==> src/rtl/seg7_mux_drv.sv <==
// ---------------------------------------------------------------------------
// seg7_mux_drv
//
// Time-multiplexed driver for a common-anode style 7-segment display bank.
// One digit is lit per time slot. A full pass over all digits is one frame.
// The displayed value is captured once per frame, so the visible digits
// always belong to the same sample of the inputs.
//
// Features:
//   - Blanking window at the start of every slot. All anodes are off during
//     it so the previous digit's segments do not ghost onto the next one.
//   - BCD decode. Codes 10..15 show a single dash.
//   - Optional leading-zero suppression. Digit 0 is always shown.
//   - Per-digit blink. The blink period is counted in whole frames.
//
// Parameters:
//   NUM_DIGITS   number of multiplexed digits (1..8)
//   REFRESH_DIV  clock cycles per digit slot (>= 2)
//   BLANK_CYC    blanked cycles at the start of each slot (< REFRESH_DIV)
//   BLINK_FRAMES frames per blink half-period (>= 1)
//
// Ports:
//   clk        system clock; all state changes on its rising edge
//   rst_n      asynchronous, active-low reset
//   en         scan enable; while low the display is dark and the scan
//              restarts from the first slot
//   digits     BCD codes; digit i is at [4i+3:4i], digit 0 is rightmost
//   dp_in      decimal point request, one bit per digit
//   blink_mask digits that should blink
//   lz_en      leading-zero suppression enable
//   seg        active-high segments, seg[6]=A ... seg[0]=G (registered)
//   dp         active-high decimal point (registered)
//   an         active-low digit anodes, at most one low (registered)
// ---------------------------------------------------------------------------
module seg7_mux_drv #(
  parameter int NUM_DIGITS   = 4,
  parameter int REFRESH_DIV  = 50000,
  parameter int BLANK_CYC    = 500,
  parameter int BLINK_FRAMES = 60
) (
  input  logic                      clk,
  input  logic                      rst_n,
  input  logic                      en,
  input  logic [4*NUM_DIGITS-1:0]   digits,
  input  logic [NUM_DIGITS-1:0]     dp_in,
  input  logic [NUM_DIGITS-1:0]     blink_mask,
  input  logic                      lz_en,
  output logic [6:0]                seg,
  output logic                      dp,
  output logic [NUM_DIGITS-1:0]     an
);

  // -------------------------------------------------------------------------
  // Counter widths and terminal values
  // -------------------------------------------------------------------------
  localparam int SW = (REFRESH_DIV > 1) ? $clog2(REFRESH_DIV) : 1;
  localparam int IW = (NUM_DIGITS > 1) ? $clog2(NUM_DIGITS) : 1;
  localparam int FW = (BLINK_FRAMES > 1) ? $clog2(BLINK_FRAMES) : 1;

  localparam logic [SW-1:0] SLOT_LAST  = SW'(REFRESH_DIV - 1);
  localparam logic [IW-1:0] IDX_LAST   = IW'(NUM_DIGITS - 1);
  localparam logic [FW-1:0] FRAME_LAST = FW'(BLINK_FRAMES - 1);

  // -------------------------------------------------------------------------
  // Segment patterns (A..G, active high)
  // -------------------------------------------------------------------------
  localparam logic [6:0] SEG_DASH = 7'b0000001;
  localparam logic [6:0] SEG_OFF  = 7'b0000000;

  function automatic logic [6:0] bcd_to_seg(input logic [3:0] code);
    logic [6:0] pattern;
    case (code)
      4'd0:    pattern = 7'b1111110;
      4'd1:    pattern = 7'b0110000;
      4'd2:    pattern = 7'b1101101;
      4'd3:    pattern = 7'b1111001;
      4'd4:    pattern = 7'b0110011;
      4'd5:    pattern = 7'b1011011;
      4'd6:    pattern = 7'b1011111;
      4'd7:    pattern = 7'b1110000;
      4'd8:    pattern = 7'b1111111;
      4'd9:    pattern = 7'b1111011;
      default: pattern = SEG_DASH;
    endcase
    return pattern;
  endfunction

  // -------------------------------------------------------------------------
  // State
  // -------------------------------------------------------------------------
  logic [SW-1:0]           slot_cnt;
  logic [IW-1:0]           idx;
  logic [FW-1:0]           frame_cnt;
  logic                    blink_phase;

  logic [4*NUM_DIGITS-1:0] snap_digits;
  logic [NUM_DIGITS-1:0]   snap_dp;
  logic [NUM_DIGITS-1:0]   snap_blink;
  logic                    snap_lz;

  // Next-state values
  logic [SW-1:0]           slot_nxt;
  logic [IW-1:0]           idx_nxt;
  logic [FW-1:0]           frame_nxt;
  logic                    phase_nxt;
  logic [6:0]              seg_nxt;
  logic                    dp_nxt;
  logic [NUM_DIGITS-1:0]   an_nxt;

  // Scan position decode
  logic                    slot_last;
  logic                    idx_last;
  logic                    frame_start;
  logic                    frame_end;
  logic                    in_blank;

  always_comb begin
    slot_last   = (slot_cnt == SLOT_LAST);
    idx_last    = (idx == IDX_LAST);
    frame_start = (slot_cnt == '0) && (idx == '0);
    frame_end   = slot_last && idx_last;
    in_blank    = (int'(slot_cnt) < BLANK_CYC);
  end

  // -------------------------------------------------------------------------
  // Effective display data for this cycle.
  // On the first cycle of a frame the snapshot registers are being loaded on
  // this same edge. Their new contents are therefore taken straight from the
  // inputs. This way even a zero-length blanking window shows fresh data.
  // -------------------------------------------------------------------------
  logic [4*NUM_DIGITS-1:0] eff_digits;
  logic [NUM_DIGITS-1:0]   eff_dp;
  logic [NUM_DIGITS-1:0]   eff_blink;
  logic                    eff_lz;
  logic                    take_snap;

  always_comb begin
    take_snap  = en && frame_start;
    eff_digits = take_snap ? digits     : snap_digits;
    eff_dp     = take_snap ? dp_in      : snap_dp;
    eff_blink  = take_snap ? blink_mask : snap_blink;
    eff_lz     = take_snap ? lz_en      : snap_lz;
  end

  // -------------------------------------------------------------------------
  // Leading-zero suppression mask.
  // Walk from the most significant digit downward. A digit is suppressed
  // while every digit from the top down to it is zero. Digit 0 never is.
  // -------------------------------------------------------------------------
  logic [NUM_DIGITS-1:0] suppress;
  logic                  zero_run;

  always_comb begin
    suppress = '0;
    zero_run = 1'b1;
    for (int i = NUM_DIGITS - 1; i >= 0; i--) begin
      zero_run    = zero_run && (eff_digits[4*i +: 4] == 4'h0);
      suppress[i] = eff_lz && zero_run && (i != 0);
    end
  end

  // -------------------------------------------------------------------------
  // Select the attributes of the digit at the current scan index. The loop
  // compare keeps the selection in range for non power-of-two digit counts.
  // -------------------------------------------------------------------------
  logic [3:0] cur_code;
  logic       cur_dp;
  logic       cur_blink;
  logic       cur_sup;

  always_comb begin
    cur_code  = 4'h0;
    cur_dp    = 1'b0;
    cur_blink = 1'b0;
    cur_sup   = 1'b0;
    for (int i = 0; i < NUM_DIGITS; i++) begin
      if (idx == IW'(i)) begin
        cur_code  = eff_digits[4*i +: 4];
        cur_dp    = eff_dp[i];
        cur_blink = eff_blink[i];
        cur_sup   = suppress[i];
      end
    end
  end

  // -------------------------------------------------------------------------
  // Scan, frame and blink sequencing.
  // While disabled, everything is parked at the first slot of a frame with
  // the blink phase visible. The first enabled edge therefore starts a
  // clean frame.
  // -------------------------------------------------------------------------
  always_comb begin
    slot_nxt  = '0;
    idx_nxt   = '0;
    frame_nxt = '0;
    phase_nxt = 1'b1;
    if (en) begin
      slot_nxt  = slot_last ? '0 : slot_cnt + 1'b1;
      idx_nxt   = idx;
      frame_nxt = frame_cnt;
      phase_nxt = blink_phase;
      if (slot_last) begin
        idx_nxt = idx_last ? '0 : idx + 1'b1;
      end
      if (frame_end) begin
        if (frame_cnt == FRAME_LAST) begin
          frame_nxt = '0;
          phase_nxt = ~blink_phase;
        end else begin
          frame_nxt = frame_cnt + 1'b1;
        end
      end
    end
  end

  // -------------------------------------------------------------------------
  // Output decode for the slot being processed this cycle.
  // Segments and decimal point are forced dark whenever no anode is driven.
  // A blinking digit in its hidden phase keeps its anode scanning, but it
  // shows nothing.
  // -------------------------------------------------------------------------
  logic visible;

  always_comb begin
    an_nxt  = '1;
    seg_nxt = SEG_OFF;
    dp_nxt  = 1'b0;
    visible = !(cur_blink && !blink_phase);
    if (en && !in_blank) begin
      for (int i = 0; i < NUM_DIGITS; i++) begin
        an_nxt[i] = (idx != IW'(i));
      end
      if (visible) begin
        seg_nxt = cur_sup ? SEG_OFF : bcd_to_seg(cur_code);
        dp_nxt  = cur_dp;
      end
    end
  end

  // -------------------------------------------------------------------------
  // Scan counters and blink state
  // -------------------------------------------------------------------------
  always_ff @(posedge clk or negedge rst_n) begin
    if (!rst_n) begin
      slot_cnt    <= '0;
      idx         <= '0;
      frame_cnt   <= '0;
      blink_phase <= 1'b1;
    end else begin
      slot_cnt    <= slot_nxt;
      idx         <= idx_nxt;
      frame_cnt   <= frame_nxt;
      blink_phase <= phase_nxt;
    end
  end

  // -------------------------------------------------------------------------
  // Frame snapshot. It is loaded only on the first slot of a frame.
  // -------------------------------------------------------------------------
  always_ff @(posedge clk or negedge rst_n) begin
    if (!rst_n) begin
      snap_digits <= '0;
      snap_dp     <= '0;
      snap_blink  <= '0;
      snap_lz     <= 1'b0;
    end else if (take_snap) begin
      snap_digits <= digits;
      snap_dp     <= dp_in;
      snap_blink  <= blink_mask;
      snap_lz     <= lz_en;
    end
  end

  // -------------------------------------------------------------------------
  // Registered display outputs
  // -------------------------------------------------------------------------
  always_ff @(posedge clk or negedge rst_n) begin
    if (!rst_n) begin
      an  <= '1;
      seg <= SEG_OFF;
      dp  <= 1'b0;
    end else begin
      an  <= an_nxt;
      seg <= seg_nxt;
      dp  <= dp_nxt;
    end
  end

endmodule

==> config.mk <==
export PLATFORM = sky130hd
export DESIGN_NAME = seg7_mux_drv
export DESIGN_NICKNAME = d
export VERILOG_FILES = /design/src/rtl/seg7_mux_drv.sv
export SDC_FILE = /design/constraint.sdc
export NUM_CORES = 1
export LEC_CHECK = 0
export ABC_CLOCK_PERIOD_IN_PS = 5700
export BUFFER_PORTS_ARGS = -buffer_cell sky130_fd_sc_hd__buf_2
export CAP_MARGIN = 25
export CORE_ASPECT_RATIO = 1.4
export CORE_UTILIZATION = 62
export CTS_CLUSTER_SIZE = 14
export DETAILED_ROUTE_END_ITERATION = 12
export PLACE_DENSITY = 0.93
export SLEW_MARGIN = 20
export SYNTH_ARGS = -nofsm -noshare
export SYNTH_HDL_FRONTEND = slang
export SYNTH_SLANG_ARGS = --single-unit
==> constraint.sdc <==
create_clock -name clk -period 5.7 [get_ports clk]
set_input_delay 0 -clock clk [delete_from_list [all_inputs] [get_ports clk]]
set_output_delay 0 -clock clk [all_outputs]
set_load 0.05 [all_outputs]
Word-level counts from Yosys, hierarchy flattened --
Memory sizes are Yosys's and may differ from the RTL's. Index checks and enable logic that the tools add are counted.
Cells by class: $add $sub $neg 3, magnitude comparators 1, eq/ne operators 11, multiplexer cells 36, bitwise logic cells 1, reductions and logical operators 19
Operators by type and width (number):
- 2-to-1 mux 16 bit | 3
- 2-to-1 mux 4 bit | 7
- 2-to-1 mux 7 bit | 3
- 2-to-1 mux 6 bit | 3
- 2-to-1 mux 1 bit | 17
- adder 16 x 1 -> 16 bit (second input constant) | 1
- == test 16 bit (second input constant) | 1
- zero test 16 bit | 1
- < comparator 16 x 9 -> 1 bit (second input constant) | 1
- zero test 4 bit | 3
- logical AND 1 bit | 10
- inequality test 2 x 1 -> 1 bit (second input constant) | 4
- adder 6 x 1 -> 6 bit (second input constant) | 1
- == test 6 bit (second input constant) | 1
- 2-to-1 mux 2 bit | 3
- == test 2 bit (second input constant) | 2
- inequality test 2 bit (second input constant) | 2
- adder 2 x 1 -> 2 bit (second input constant) | 1
- == test 2 x 1 -> 1 bit (second input constant) | 1
- zero test 1 bit | 2
- zero test 2 bit | 1
- AND reduction 2 bit | 1
- nonzero test 2 bit | 1
- NOT 1 bit | 1
Word-level totals: flip-flop bits (word level) 62, memory bits (read-only) 112, input port bits 28, output and inout bits 12, memories kept 1
Memory list:
- (no name shown) | words 16, width 7, read ports 1, clocked after memory_dff 0, wr ports 0, line 72 | case (code)

Depth between registers and ports, before layout --
Gate-level depths: netlist (run 1).
depth after elaboration 14, gate-level depth with buffers 17, mapped depth without buffers 14

Least setup slack after synthesis (run 1) --
No wires, ideal clock.
path type register to register, from register slot_cnt[10], to register seg[6], data arrival time 3.335 ns, data required time 5.613 ns, slack 2.278 ns, cell stages (with the launch flop) 14, path buffers 2, cells stage by stage dfrtp_1 or2_1 or4_4 nor3_4 buf_6 buf_12 mux2_1 a221oi_1 o21bai_1 o21a_1 inv_2 ha_1 mux2_4 a211oi_2
On the way: elaborated cells on any way between the ends 33
RTL lines:
- start, declared | line 91 | logic [SW-1:0] slot_cnt;
- start signal, assigned | line 250 | slot_cnt <= slot_nxt;
- zero test 16 bit (*) | line 120 | frame_start = (slot_cnt == '0) && (idx == '0);
- logical AND 1 bit (*) | line 120
- logical AND 1 bit (*) | line 138 | take_snap = en && frame_start;
- 2-to-1 mux 16 bit (*)
- named net eff_digits[4] | line 131 | logic [4*NUM_DIGITS-1:0] eff_digits;
- branches (longest 6 deep; another with memory (16 x 7 bit))
- 2-to-1 mux 7 bit (*) | line 234 | seg_nxt = cur_sup ? SEG_OFF : bcd_to_seg(cur_code);
- 2-to-1 mux 7 bit (*) | line 233 | if (visible) begin
- 2-to-1 mux 7 bit (*) | line 229 | if (en && !in_blank) begin
- named net seg_nxt[6] | line 106 | logic [6:0] seg_nxt;
- end signal, assigned | line 284 | seg <= seg_nxt;
- end, declared | line 48 | output logic [6:0] seg,
Mark *: on every way through the listed nets, which the timed path passes. A chain may end at the register's enable or synchronous reset.

Worst setup path in the final report (run 1) --
from register slot_cnt[10], to register seg[1]
On the way: elaborated cells on any way between the ends 33
RTL lines:
- zero test 16 bit | line 120
- logical AND 1 bit | line 120
- logical AND 1 bit | line 138
- 2-to-1 mux 16 bit
- named net eff_digits[1] | line 131
- 2-to-1 mux 4 bit (4 in series) | line 177 | if (idx == IW'(i)) begin
- memory (16 x 7 bit)
- 2-to-1 mux 7 bit | line 234
- 2-to-1 mux 7 bit | line 233
- 2-to-1 mux 7 bit | line 229
- named net seg_nxt[1] | line 106
The timed path passes the listed nets, and every way through them passes these cells.

==> results of run 1 <==
[cell type report]
class,count,area (sq um),share of cell area
clock buffers,10,128,0.0327
clock inverters,6,62.6,0.0160
inverters,14,52.6,0.0135
multi-input cells,201,1540,0.395
flip-flops and latches,62,1560,0.399
well taps,64,80.1,0.0205
repair buffers,68,480,0.123
[synthesized netlist by cell type (2+ instances only)]
master,n
a221oi_1,3
buf_12,2
xor2_1,11
mux2i_1,2
nand4_1,5
dfstp_2,5
and2_1,3
nor4_1,5
and3_1,3
mux2_2,11
nor2b_1,2
dfrtp_1,57
nor3_1,5
xnor2_1,8
clkbuf_1,5
o21ai_0,5
mux2_1,7
nor2_1,30
ha_1,13
inv_1,13
a21boi_1,4
nand2_1,30
a221oi_2,2
a21oi_1,3
nand2b_1,2
o21a_1,2
or3_1,3
nand3_1,7
mux2_4,8
[routing by layer]
metal / share of wire / global-route usage / vias up
li1: - / - / 1135
met1: 0.37 / 0.397 / 1296
met2: 0.49 / 0.617 / 163
met3: 0.073 / 0.0916 / 63
met4: 0.066 / 0.254 / 0
met5: 0 / 0 / -
[worst max-delay path, delay by kind of cell (launching register included)]
family	cells	cell delay (ns)
compound gates	3	1.06
fa+ha+maj	1	0.21
buf+inv	2	0.55
flops	1	0.42
mux	1	0.36
simple gates	4	1.71
[power by group through the flow]
stage	logic [mW]	clock network, mW	registers (mW)
4_1_cts	0.215	0.377	0.507
3_3_place_gp	0.186	0	0.511
3_5_place_dp	0.197	0	0.515
6_report	0.238	0.379	0.516
2_1_floorplan	0.153	0	0.506
5_1_grt	0.249	0.403	0.517
[repair_timing]
item,in CTS,in global routing
setup endpoints to repair,0,0
hold buffers,27,0
resized for setup,0,0
hold endpoints to repair,83,0
[per-stage QoR]
stage               setup WS, ns  hold slack [ns]  cell area, sq um
floorplan                   2.28           -0.296              3220
detailed placement          1.60            0.208              3440
global route                1.11            0.435              3900
CTS                         1.45            0.370              3900
finish                      1.27            0.331              3900
global placement            1.80            0.189              3440
[flip-flops by register name (all words and copies together), names as in the netlist]
| signal | flops |
|---|---|
| slot_cnt | 16 |
| snap_blink | 4 |
| snap_lz | 1 |
| seg | 7 |
| idx | 2 |
| frame_cnt | 6 |
| dp | 1 |
| snap_dp | 4 |
| blink_phase | 1 |
| snap_digits | 16 |
| an | 4 |
[logic make-up (layout without fill, tap and decap cells)]
group | Yosys count | in the layout | share of synthesized area
simple gates | 105 | 105 | 0.161
flops | 62 | 62 | 0.483
compound gates | 35 | 35 | 0.102
mux | 29 | 29 | 0.113
buf+inv | 22 | 98 | 0.0380
xor+xnor | 19 | 19 | 0.0516
fa+ha+maj | 13 | 13 | 0.0505
[path summary, 6_finish.rpt]
path	from	end	slack, ns
worst max-delay path	slot_cnt[10]	seg[1]	1.27
worst min register to register	snap_digits[0]	snap_digits[0]	0.51
worst max register to register	slot_cnt[10]	seg[1]	1.27
max in group asynchronous	rst_n	slot_cnt[15]	4.85
min in group clk	blink_mask[2]	snap_blink[2]	0.44
worst min-delay path	rst_n	snap_dp[3]	0.33
==> impl_metrics.ini, run 1 <==
[pwr]
p_leak_nw = 1.74
power.density_nw_per_um2 = 291
power.internal_uw = 794
power_frac_comb = 0.210
finalPower_mw = 1.13
irDropWorstVdd_v = 0.000154
switchingPower_uw = 340
switching_share = 0.300
p_seq_frac = 0.455
clkPwrFrac = 0.335

[place]
gp_congestion = 0.812
dp_hpwl_mm = 4.78
placed_cells = 382
portBuffers = 39

[routing]
drt_iter0_drc = 300
route.vias.total = 2657
wl_mm = 9.14
ant_nets = 0
drc = 0
dr.pass1.iters = 5
vias_per_cell = 6.25
wl_per_cell_microns = 21.5

[logic_synthesis]
ys.flop_type = dfrtp_1
async_flop_share = 1.00
synth_nets = 326
synth_edf_count = 0
synth_cell_types = 58
synth_top_cell_by_area = dfrtp_1
yosysSeqAreaShare = 0.483
synthDominantCellAreaShare = 0.443
yosys_register_bits = 62
syn_inst = 285
netlist_area_sq_um = 3220
yosys_warnings = 0
synth_area_leaders = dfrtp_1 (44%), ha_1 (5.0%), dfstp_2 (4.1%)
postSynthAreaPerCell_sq_um = 11.3

[clock_tree]
cts_buffers = 9
cts_tree = yes
post-cts-setup-buffers = 0
clock-sinks = 62
clk_pin_slew_ns = 0.08
cts_buffer_depth = 2
clk_latency_ns = 0.36
h-tree-depth = 3
cts_root_buf = clkbuf_8

[grt]
grt_first_pass_wirelength_mm = 14.5
grt_pass1_vias = 2851
grtUsageTotal = 0.364
grt_start_max_net_pins = 63
grt_remaining_overflow = 0
antenna_found_initial = 0

[worst_setup_path]
crit_arrival_ns = 4.68
crit_type = reg -> reg
critPathSlowestCell = nor3_4
crit_path_cell_trace = or2_1 > or4_4 > nor3_4 > buf_4 > mux2_4 > a221oi_2 > a2bb2oi_2 > inv_1 > ha_1 > or2_0 > a311oi_1
endpoint_kind = flop
cp_data_required_time_ns = 5.94
reg2regPathDepth = 11
cp-start-kind = flop
cp_max_fo = 17
cp_slowest_stage_delay_ns = 0.77

[layout]
layout-area-overhead-vs-synth_pct = 21.1
final_common_cell = dfrtp_1
finalNetCount = 397
layout.core_utilization = 0.794
drive_above_1_share = 0.266
diodes = 0
fill_cells = 241
final_cell_mix = dfrtp_1 (57), buf_2 (39), nor2_1 (30), nand2_1 (30), dlygate4sd3_1 (27)
instances_no_fill = 425

[timing]
slew_violations = 0
worst_pin_slew_ns = 0.895
slew_headroom = 0.401
fin_setup_tns_ns = 0
fmax_ghz = 0.225
rsz0062_at_grt = no
hold_viol = 0
finalCriticalPeriod_ns = 4.43
finClkSkew_ns = 0.0143
period_share = 0.778
setup_viol = 0

[floorplanning]
die_w_microns = 62.9
core_area_sq_um = 4920
fp.dieH_microns = 87.3
ios = 40
dieArea_sq_um = 5490
start_util = 0.655
rows = 30

[worst_hold_path]
hp-class = in -> async

[flow_run]
cap_viol_max_count = 0

[status]
outcome = finished, final reports clean
Power figures use the tool's default switching activity.
==> run 2: changes to the inputs <==
- ABC_CLOCK_PERIOD_IN_PS: 5700 -> 4300
- CORE_UTILIZATION: 62 -> 58
- PLACE_DENSITY: 0.93 -> 0.89
- clock period: 5.7 -> 4.3 ns (I/O delays scaled with it)
==> impl_metrics.ini, run 2 (synthesized netlist as in run 1, its figures left out) <==
[timing]
slew_violations = 0
slew_headroom = 0.481
hold_viol = 0
rsz0062_at_grt = no
finalCriticalPeriod_ns = 3.86
fin_setup_tns_ns = 0
holdWs_ns = 0.340
period_share = 0.898
finClkSkew_ns = 0.0137
fmax_ghz = 0.259
setup_ws_ns = 0.437
worst_pin_slew_ns = 0.779
setup_viol = 0

[routing]
drc = 0
vias_per_cell = 5.91
drt_iter0_drc = 270
route.vias.total = 2528
dr.pass1.iters = 4
ant_nets = 0
wl_per_cell_microns = 19.4
wl_mm = 8.30

[status]
outcome = finished, final reports clean

[layout]
layout-area-overhead-vs-synth_pct = 22.0
final_cell_mix = dfrtp_1 (57), buf_2 (39), nor2_1 (30), nand2_1 (30), dlygate4sd3_1 (27)
diodes = 0
final_common_cell = dfrtp_1
reg_top3 = slot_cnt x16, snap_digits x16, seg x7
postLayoutCellArea_sq_um = 3930
drive_above_1_share = 0.271
finalNetCount = 398

[worst_setup_path]
critPathSlowestCell = nor3_4
r2r_slack_ns = 0.44
critPathLaunch = slot_cnt[10]
crit_path_cell_trace = or2_1 > or4_4 > nor3_4 > buf_4 > mux2_4 > o21ai_0 > a2bb2oi_2 > inv_1 > ha_1 > or2_0 > a311oi_1
crit_buf_inv = 2
cp-start-kind = flop
crit_type = reg -> reg
reg2regPathDepth = 11
cp_slowest_stage_delay_ns = 0.47
cp_data_required_time_ns = 4.55
crit_arrival_ns = 4.11
cp.depth = 11
path_delay_family = simple AND/OR/NAND/NOR gates
r2r-end = seg[1]
timing.rr.start = slot_cnt[10]
cp_max_fo = 12
endpoint_kind = flop
cp-endpoint = seg[1]

[clock_tree]
cts_resized = 0
cts_buffers = 9
cts_buffer_depth = 2
cts_root_buf = clkbuf_8
h-tree-depth = 3
clock-sinks = 62
cts_tree = yes
post-cts-setup-buffers = 0
clk_latency_ns = 0.35
clk_pin_slew_ns = 0.08
ctsHoldBuffers = 27

[place]
dp_slack_ns = 0.594
portBuffers = 39
gp_congestion = 0.860
dp_hpwl_mm = 4.98
placed_cell_area_sq_um = 3450

[grt]
antenna_found_initial = 0
grt_start_max_net_pins = 63
grtUsageTotal = 0.317
grt_first_pass_wirelength_mm = 13.6
grt_remaining_overflow = 0
grt_pass1_vias = 2768

[floorplanning]
start_util = 0.611
dieArea_sq_um = 5860
die_w_microns = 65
core_area_sq_um = 5280
rows = 31
fp.dieH_microns = 90.2
ios = 40

[flow_run]
cap_viol_max_count = 0

[worst_hold_path]
hp-class = in -> async

[pwr]
power.density_nw_per_um2 = 383
irDropWorstVdd_v = 0.000259
p_leak_nw = 1.75
## run 2: area by class of cell
cell class / count / area (sq um)
flip-flops and latches: 62 / 1560
multi-input cells: 201 / 1540
inverters: 14 / 52.6
fillers: 292 / 1340
clock inverters: 6 / 70.1
clock buffers: 10 / 138
repair buffers: 69 / 488
well taps: 66 / 82.6
## run 2: per-stage QoR
step / util / total power [mW] / std cells
final: 0.745 / 1.51 / 428
after global routing: 0.745 / 1.57 / 428
after CTS: 0.745 / 1.50 / 428
after detailed placement: 0.655 / 0.949 / 385
after global placement: 0.655 / 0.924 / 385
after floorplan: - / 0.874 / 285
## run 2: worst min path at each step
stage,from,endpoint,slack (ns),cells after the start
final,rst_n,frame_cnt[0],0.34,3
after global routing,rst_n,snap_blink[0],0.42,3
after CTS,rst_n,snap_blink[0],0.36,3
after detailed placement,rst_n,frame_cnt[0],0.21,2
after global placement,rst_n,frame_cnt[0],0.20,2
after floorplan,rst_n,dp,-0.30,0
## run 2: worst min-delay path, stage by stage
cell           delay (ns)
dlygate4sd3_1        0.52
buf_2                0.09
buf_4                0.59
## run 2: metal layers
layer,share of wire,vias to the layer above,wire length [microns],global-route usage
li1,-,1134,-,-
met1,0.37,1226,3070,0.339
met2,0.51,118,4240,0.523
met3,0.058,50,481,0.0812
met4,0.061,0,508,0.230
met5,0,-,0,0
## run 2: report_power, final
group          switching [mW]  internal [mW]
Clock                   0.246          0.286
Sequential             0.0362          0.643
Combinational           0.152          0.144
==> run 3: changes to the inputs <==
==> constraint.sdc (replaced) <==
create_clock -name clk -period 4.3 [get_ports clk]
set_input_delay 0.645 -clock clk [delete_from_list [all_inputs] [get_ports clk]]
set_output_delay 0.645 -clock clk [all_outputs]
set_load 0.05 [all_outputs]
==> impl_metrics.ini, run 3 (synthesized netlist as in run 1, its figures left out) <==
[clock_tree]
cts_tree = yes
cts_resized = 0
cts_root_buf = clkbuf_8
clk_latency_ns = 0.35
cts_buffer_depth = 2
h-tree-depth = 3
clk_pin_slew_ns = 0.07
ctsHoldBuffers = 0
cts_buffers = 9
post-cts-setup-buffers = 0
clock-sinks = 62

[routing]
route.vias.total = 2365
dr.pass1.iters = 4
wl_mm = 7.34
vias_per_cell = 5.90
drc = 0
ant_nets = 0
drt_iter0_drc = 196
wl_per_cell_microns = 18.3

[place]
gp_congestion = 0.865
portBuffers = 39
dp_slack_ns = 0.550
dp_hpwl_mm = 4.82
placed_cells = 385

[flow_run]
cap_viol_max_count = 0

[layout]
finalNetCount = 371
final_common_cell = dfrtp_1
reg_top3 = slot_cnt x16, snap_digits x16, seg x7
instances_no_fill = 401
diodes = 0
drive_above_1_share = 0.293
final_cell_mix = dfrtp_1 (57), buf_2 (39), nor2_1 (30), nand2_1 (30)
layout-area-overhead-vs-synth_pct = 14.5
fill_cells = 342

[timing]
finClkSkew_ns = 0.00805
fmax_ghz = 0.262
period_share = 0.887
slew_violations = 0
hold_viol = 0
finalCriticalPeriod_ns = 3.82
slew_headroom = 0.387
setup_viol = 0
rsz0062_at_grt = no
worst_pin_slew_ns = 0.919
fin_setup_tns_ns = 0
setup_ws_ns = 0.484

[grt]
grt_remaining_overflow = 0
grtUsageTotal = 0.278
antenna_found_initial = 0
grt_pass1_vias = 2580
grt_start_max_net_pins = 42
grt_first_pass_wirelength_mm = 12.0

[worst_setup_path]
crit_arrival_ns = 4.06
cp_data_required_time_ns = 4.54
path_delay_family = simple AND/OR/NAND/NOR gates
crit_buf_inv = 2
endpoint_kind = flop
crit_path_cell_trace = or2_1 > or4_4 > nor3_4 > buf_4 > mux2_4 > a221oi_2 > a2bb2oi_2 > inv_1 > ha_1 > or2_0 > a311oi_1
cp-start-kind = flop
crit_type = reg -> reg
critPathSlowestCell = nor3_4
cp_slowest_stage_delay_ns = 0.47
cp_max_fo = 12

[floorplanning]
start_util = 0.611
dieArea_sq_um = 5860
fp.dieH_microns = 90.2
die_w_microns = 65
rows = 31
ios = 40
core_area_sq_um = 5280

[worst_hold_path]
hp-class = in -> async

[pwr]
switchingPower_uw = 408
power.internal_mw = 1.15
p_seq_frac = 0.433
power.density_nw_per_um2 = 423
power_frac_comb = 0.172
switching_share = 0.261
finalPower_mw = 1.56
irDropWorstVdd_v = 0.000205
clkPwrFrac = 0.395
p_leak_nw = 1.66

[status]
outcome = finished, final reports clean
-- run 3: changes by cell type in the layout (fill, tap and decap cells not counted), sizes merged --
cell,change
bufinv,+2
dlygate4sd3,-27
clkbuf,-1
inv,-1
clkinv,+2
clkinvlp,-2
-- run 3: layout make-up --
class                           instances  area, sq um  share of cell area
Sequential cell                        62         1560               0.422
Clock buffer                            9          124              0.0336
Timing Repair Buffer                   42          218              0.0590
Tap cell                               66         82.6              0.0224
Multi-Input combinational cell        201         1540               0.418
Inverter                               14         52.6              0.0142
Clock inverter                          7          113              0.0305
-- run 3: power groups by stage --
| stage | clock network [mW] | logic, mW | registers [mW] |
|---|---|---|---|
| after floorplan | 0 | 0.203 | 0.671 |
| after global placement | 0 | 0.248 | 0.676 |
| after detailed placement | 0 | 0.264 | 0.681 |
| after CTS | 0.618 | 0.268 | 0.673 |
| after global routing | 0.653 | 0.286 | 0.678 |
| final | 0.616 | 0.269 | 0.676 |
-- run 3: through the flow --
step                      cell area [sq um]  utilization  hold WS (ns)
final                                  3690        0.699         0.438
after global routing                   3690        0.699         0.500
after CTS                              3690        0.699         0.457
after detailed placement               3450        0.655         0.477
after global placement                 3450        0.655         0.466
after floorplan                        3220            -         0.349
-- run 3: worst register-to-register path, cell delays in order, from the launching register on --
cell,delay (ns)
dfrtp_1,0.43
or2_1,0.26
or4_4,0.45
nor3_4,0.47
buf_4,0.31
mux2_4,0.34
a221oi_2,0.29
a2bb2oi_2,0.34
inv_1,0.14
ha_1,0.19
or2_0,0.22
a311oi_1,0.28
-- run 3: final timing paths --
check | start | endpoint | slack (ns) | cells past startpoint
setup / recovery | slot_cnt[10] | seg[1] | 0.48 | 11
hold / removal | rst_n | snap_dp[3] | 0.44 | 1
setup reg to reg | slot_cnt[10] | seg[1] | 0.48 | 11
hold reg to reg | snap_dp[0] | snap_dp[0] | 0.50 | 1
max in group asynchronous | rst_n | slot_cnt[14] | 3.02 | 2
min in group clk | snap_dp[0] | snap_dp[0] | 0.50 | 1
-- run 3: per-layer routing --
metal  vias to the layer above  wire (microns)  global-route usage
met5                         -               0                   0
met3                        32             349              0.0799
met2                        79            3950               0.465
li1                       1082               -                   -
met4                         0             327               0.189
met1                      1172            2710               0.292
